==> config.mk <==
export PLATFORM = sky130hd
export DESIGN_NAME = flag_branch_ctrl
export DESIGN_NICKNAME = d
export VERILOG_FILES = /design/src/rtl/flag_branch_ctrl.sv
export SDC_FILE = /design/constraint.sdc
export NUM_CORES = 1
export LEC_CHECK = 0
export CORE_MARGIN = 2
export CORE_UTILIZATION = 40
export DETAILED_ROUTE_END_ITERATION = 8
export GPL_TIMING_DRIVEN = 0
export PLACE_DENSITY = 0.79
export REMOVE_ABC_BUFFERS = 1
export SKIP_CTS_REPAIR_TIMING = 1
export SLEW_MARGIN = 20
export SYNTH_ARGS = -nofsm -noshare
export SYNTH_HDL_FRONTEND = slang
export SYNTH_SLANG_ARGS = --single-unit
==> constraint.sdc <==
create_clock -name clk -period 1.6 [get_ports clk]
set_clock_uncertainty 0.15 [all_clocks]
set_input_delay 0.32 -clock clk [delete_from_list [all_inputs] [get_ports clk]]
set_output_delay 0.32 -clock clk [all_outputs]
set_load 0.01 [all_outputs]
==> src/rtl/flag_branch_ctrl.sv <==
// NZCV flag register and ID-stage branch resolver with flag-use hazard sequencing.
// Build option: define FLAG_BYPASS_EN to resolve B.LT from the EX ALU flags instead of stalling.
module flag_branch_ctrl #(
    parameter int CNT_W = 16
) (
    input  logic             clk,
    input  logic             reset,
    input  logic             ex_valid,
    input  logic             ex_setflags,
    input  logic             alu_negative,
    input  logic             alu_zero,
    input  logic             alu_carry,
    input  logic             alu_overflow,
    input  logic             id_br_valid,
    input  logic [1:0]       id_br_type,
    input  logic             id_cbz_zero,
    output logic [3:0]       flags_q,
    output logic             stall,
    output logic             br_resolved,
    output logic             br_taken,
    output logic             flush,
    output logic [CNT_W-1:0] br_count
);

    localparam logic [1:0] BR_B   = 2'b00;
    localparam logic [1:0] BR_CBZ = 2'b01;
    localparam logic [1:0] BR_LT  = 2'b10;

    typedef enum logic {IDLE, WAIT} state_t;

    state_t state, state_nxt;
    logic   flag_wr_p0;
    logic   hz;
    logic   lt_flags;
    logic   lt_ex;

    function automatic logic branch_taken(input logic [1:0] br_type,
                                          input logic       cbz_zero,
                                          input logic       lt);
        logic t;
        case (br_type)
            BR_B:    t = 1'b1;
            BR_CBZ:  t = cbz_zero;
            BR_LT:   t = lt;
            default: t = 1'b0;
        endcase
        return t;
    endfunction

    assign flag_wr_p0 = ex_valid & ex_setflags;
    assign hz         = id_br_valid & (id_br_type == BR_LT) & flag_wr_p0 & ~flush;
    assign lt_flags   = flags_q[3] ^ flags_q[0];
    assign lt_ex      = alu_negative ^ alu_overflow;

    always_comb begin
        stall       = 1'b0;
        br_resolved = 1'b0;
        br_taken    = 1'b0;
        state_nxt   = state;
        if (!reset) begin
            case (state)
                IDLE: begin
                    // A squashed ID slot is invisible to both resolution and the FSM.
                    if (id_br_valid && !flush) begin
`ifdef FLAG_BYPASS_EN
                        br_resolved = 1'b1;
                        br_taken    = branch_taken(id_br_type, id_cbz_zero,
                                                   hz ? lt_ex : lt_flags);
`else
                        if (hz) begin
                            stall     = 1'b1;
                            state_nxt = WAIT;
                        end else begin
                            br_resolved = 1'b1;
                            br_taken    = branch_taken(id_br_type, id_cbz_zero, lt_flags);
                        end
`endif
                    end
                end
                WAIT: begin
                    // The held B.LT now sees the flags written by the instruction it waited on.
                    br_resolved = 1'b1;
                    br_taken    = lt_flags;
                    state_nxt   = IDLE;
                end
                default: state_nxt = IDLE;
            endcase
        end
    end

    // Stage p1: architectural flags, FSM state, flush pulse and taken count
    always_ff @(posedge clk or posedge reset) begin
        if (reset) begin
            state    <= IDLE;
            flags_q  <= 4'b0000;
            flush    <= 1'b0;
            br_count <= '0;
        end else begin
            state <= state_nxt;
            if (flag_wr_p0) begin
                flags_q <= {alu_negative, alu_zero, alu_carry, alu_overflow};
            end
            flush <= br_resolved & br_taken;
            if (br_resolved && br_taken) begin
                br_count <= br_count + 1'b1;
            end
        end
    end

endmodule

==> results.txt <==
- The flow ran to the end, but the final reports show violations.
- Violations in the final reports: negative setup slack
- In this run the critical register-to-register path is captured at br_count[15]$_DFFE_PP0P_.
* CTS H-Tree Depth: 1
* Number of placed instances with taps included: 160
- Total via count after detailed routing: 1150
* Delay of the slowest cell on the worst path: ~0.41 ns
- Core Footprint: approximately 2700 um^2
* Area of all placed cells without fillers: roughly 2000 um^2
- The total overflow left after global routing is 0.
- The first global-routing pass estimated between 4000 and 5000 um of wire.
- Synthesized cell area: between 1000 and 1500 um^2
- At the end of routability-driven placement, the weighted congestion stood at 0.833.
- Setup violations remaining at the end of the flow were counted as 21.
- Headroom to the max-slew limit came out at 0.628.
- The synthesized netlist contains 26 unique library cells.
- Post-route clock period utilization: 1.35
- Final worst path period need: 2.16 ns
* Initial antenna violation count: 0
- Across the run, the number of max-cap violations was 0.
* Class of the tightest hold or removal check: input pin to async pin
- Across all register-to-register paths, the minimum setup slack is -0.38 ns.
- The worst register-to-register path begins at flush$_DFF_PP0_.
- Net total in the final layout: 191
- Antenna diode count: 0
- For this block, the initial DRC count from the detailed router was between 60 and 70.
- Total number of clock tree sinks: 22
- Filler cell count: approximately 180
- Dominant cell type by count on the critical path: sky130_fd_sc_hd__buf_6
- For the worst flop-to-flop path, the logic depth is 8.
* Die ar.: around 3200 um^2
* Vertical die dimension: about 56 um
- Post-synthesis area per instance: 11.5 um^2
- Number of DRC violations after detailed routing: 0
* FMAX: around 460 MHz
* Final standard cell count with taps included and fillers excluded: 207
* Insertion delay of the later-clocked pin in the worst-skew pair: 0.31 ns
- For this run, the register share of the synthesized area comes to 0.500.
* Root cell of the clock tree: sky130_fd_sc_hd__clkbuf_4
- Placed Instance Area: between 1000 and 1500 um^2
* Initial Utilization: 0.410
- Final Power: 1.62 mW
- On the final layout, the worst hold slack is between 0.015 and 0.02 ns.
- Clock transition at path regs: 0.11 ns
* Type of element launching the critical path: register
- Walking the worst path, the cells encountered are or3b_4 > o2bb2ai_4 > buf_6 > and2_2 > buf_6.
- CP max-delay cell: sky130_fd_sc_hd__dfrtp_1
- In this run the worst path has a maximum fanout of 3.
* Floorplan row count: 19
- Vias/cell: around 5.6
* Buffers on Ports: 35
* Final Max Slew Viols: 0
- Leak Pwr: about 1.2 nW
- Maximum buffer depth of the clock tree: 2
- Fraction of layout cells with a size suffix above 1: 0.415
* Vias in the first global route: between 800 and 900
* Post-detailed-route wirelength per cell: 17.6 um
- Setup slack on the critical path of the routed design comes to -0.559 ns.
- For this run, the detailed router's first-pass iteration total came to 4.
- VDD sags by at most around 0.71 mV.
* Type of the worst setup path: register to output pin
- Counting the buffers created by CTS gives 3.
- Post-synthesis to final-layout area growth: 77.7%
- TritonCTS built the clock tree.
* Critical path endpoint category: output pin
- At the pin with the least slew margin, the transition time is roughly 0.55 ns.
- Data on the critical path is required at its endpoint by between 1 and 1.5 ns.
- Entering global routing, the biggest net connects 24 pins.
- The detail route stage leaves a number of antenna-violating nets equal to 0.
* Unrepaired setup endpoints after global routing: true
- Data arrives at the worst endpoint at 1.69 ns.
- Power per Cell Area: between 800 and 900 nW/um^2
- The number of hold violations in the final report is 0.
- Across every metal layer, demand over resource in global routing totals 0.165.
* Final wirelength: around 3600 um
- 36 I/O pins were placed.
* Total half-perimeter wirelength after legalization and detailed placement: between 1500 and 2000 um
- Flops & latches, synth: 22
* DIE WIDTH: approximately 56 um
* Instance count of the mapped netlist: 96
* Synth warn: 0
## worst max path at each step
stage                            startpoint                       to  slack [ns]  cells after the start
after floorplan           state$_DFFE_PP0N_  br_count[1]$_DFFE_PP0P_       -0.34                      3
after global placement                reset                 br_taken       -1.39                      5
after detailed placement              reset                 br_taken       -1.42                      5
after CTS                             reset                 br_taken       -1.43                      5
after global routing        flush$_DFF_PP0_                 br_taken       -0.61                      5
final                       flush$_DFF_PP0_                 br_taken       -0.56                      5
## power breakdown
group	leakage (nW)	switching (mW)	internal, mW	total, mW
Combinational	0.883	0.257	0.389	0.646
Clock	0.0138	0.160	0.0880	0.248
Sequential	0.278	0.0830	0.639	0.722
Total	1.17	0.500	1.12	1.62
## cell usage after synthesis
cell type	count	share of area
sky130_fd_sc_hd__dfrtp_1	22	0.50
sky130_fd_sc_hd__and2_1	1	0.0057
sky130_fd_sc_hd__or3b_4	1	0.010
sky130_fd_sc_hd__nand3_1	14	0.064
sky130_fd_sc_hd__o2bb2ai_4	1	0.025
sky130_fd_sc_hd__buf_4	1	0.0068
sky130_fd_sc_hd__xnor2_1	15	0.12
sky130_fd_sc_hd__ha_1	1	0.011
sky130_fd_sc_hd__nor4_1	3	0.017
sky130_fd_sc_hd__a21o_2	1	0.0080
sky130_fd_sc_hd__and4b_1	2	0.018
sky130_fd_sc_hd__and2_4	1	0.0080
sky130_fd_sc_hd__nand4b_1	1	0.0080
sky130_fd_sc_hd__nor2_1	1	0.0034
sky130_fd_sc_hd__and3_1	3	0.017
sky130_fd_sc_hd__nor3_1	4	0.018
sky130_fd_sc_hd__and2_2	1	0.0068
sky130_fd_sc_hd__nor2b_1	2	0.011
sky130_fd_sc_hd__buf_6	1	0.010
sky130_fd_sc_hd__xor2_1	1	0.0080
sky130_fd_sc_hd__nand2_1	5	0.017
sky130_fd_sc_hd__nand4_1	6	0.034
sky130_fd_sc_hd__inv_1	2	0.0068
sky130_fd_sc_hd__mux2_2	4	0.041
sky130_fd_sc_hd__o32ai_2	1	0.015
sky130_fd_sc_hd__mux2_1	1	0.010
## cell usage in the layout, fill, tap and decap left out, drive strengths merged
cell type	instances
a21o	1
and2	3
and3	3
and4b	2
buf	43
clkbuf	4
clkdlybuf4s50	6
clkinvlp	2
dfrtp	22
dlygate4sd3	1
dlymetal6s2s	26
ha	1
inv	1
mux2	5
nand2	5
nand3	14
nand4	6
nand4b	1
nor2	1
nor2b	2
nor3	4
nor4	3
o2bb2ai	2
o32ai	1
or3b	1
xnor2	15
xor2	1
## worst max-delay path: cells and delay by family (launching register included)
kind / cells / cell delay, ns
compound gates: 1 / 0.19
buf+inv: 2 / 0.23
flops: 1 / 0.41
simple gates: 2 / 0.55
## sequential cells by signal (all words and copies together), names as in the netlist
| register | cells |
|---|---|
| state | 1 |
| br_count | 16 |
| flags_q | 4 |
| flush | 1 |
## cells by family after synthesis
family | synth area share
XOR/XNOR | 0.127
AND/OR/NAND/NOR | 0.239
adder cells (fa/ha/maj) | 0.0114
flip-flops | 0.500
multiplexers | 0.0511
AO/OA/AOI/OAI | 0.0477
buffers and inverters | 0.0239
## cell type report
class	instances	area [um^2]	share of cell area
Timing Repair inverter	1	5.00	0.00256
Sequential cell	22	562	0.287
Tap cell	31	38.8	0.0198
Inverter	2	11.3	0.00575
Multi-Input combinational cell	71	578	0.295
Clock buffer	3	22.5	0.0115
Timing Repair Buffer	77	739	0.378
## metrics by stage
step | TNS (ns) | utilization | setup slack [ns]
floorplan | -1.92 | - | -0.335
global placement | -17.73 | 0.548 | -1.39
detailed placement | -19.89 | 0.548 | -1.42
CTS | -15.71 | 0.556 | -1.43
global route | -6.10 | 0.728 | -0.613
finish | -4.90 | 0.728 | -0.559
## layer usage
layer	part of all wire	GRT usage	wire [um]	vias to the layer above
met5	0	0	0	-
met4	0.029	0.0714	104	0
met3	0.074	0.0346	268	11
met2	0.51	0.274	1860	65
met1	0.39	0.208	1410	564
li1	-	-	-	510
Power figures use the tool's default switching activity.
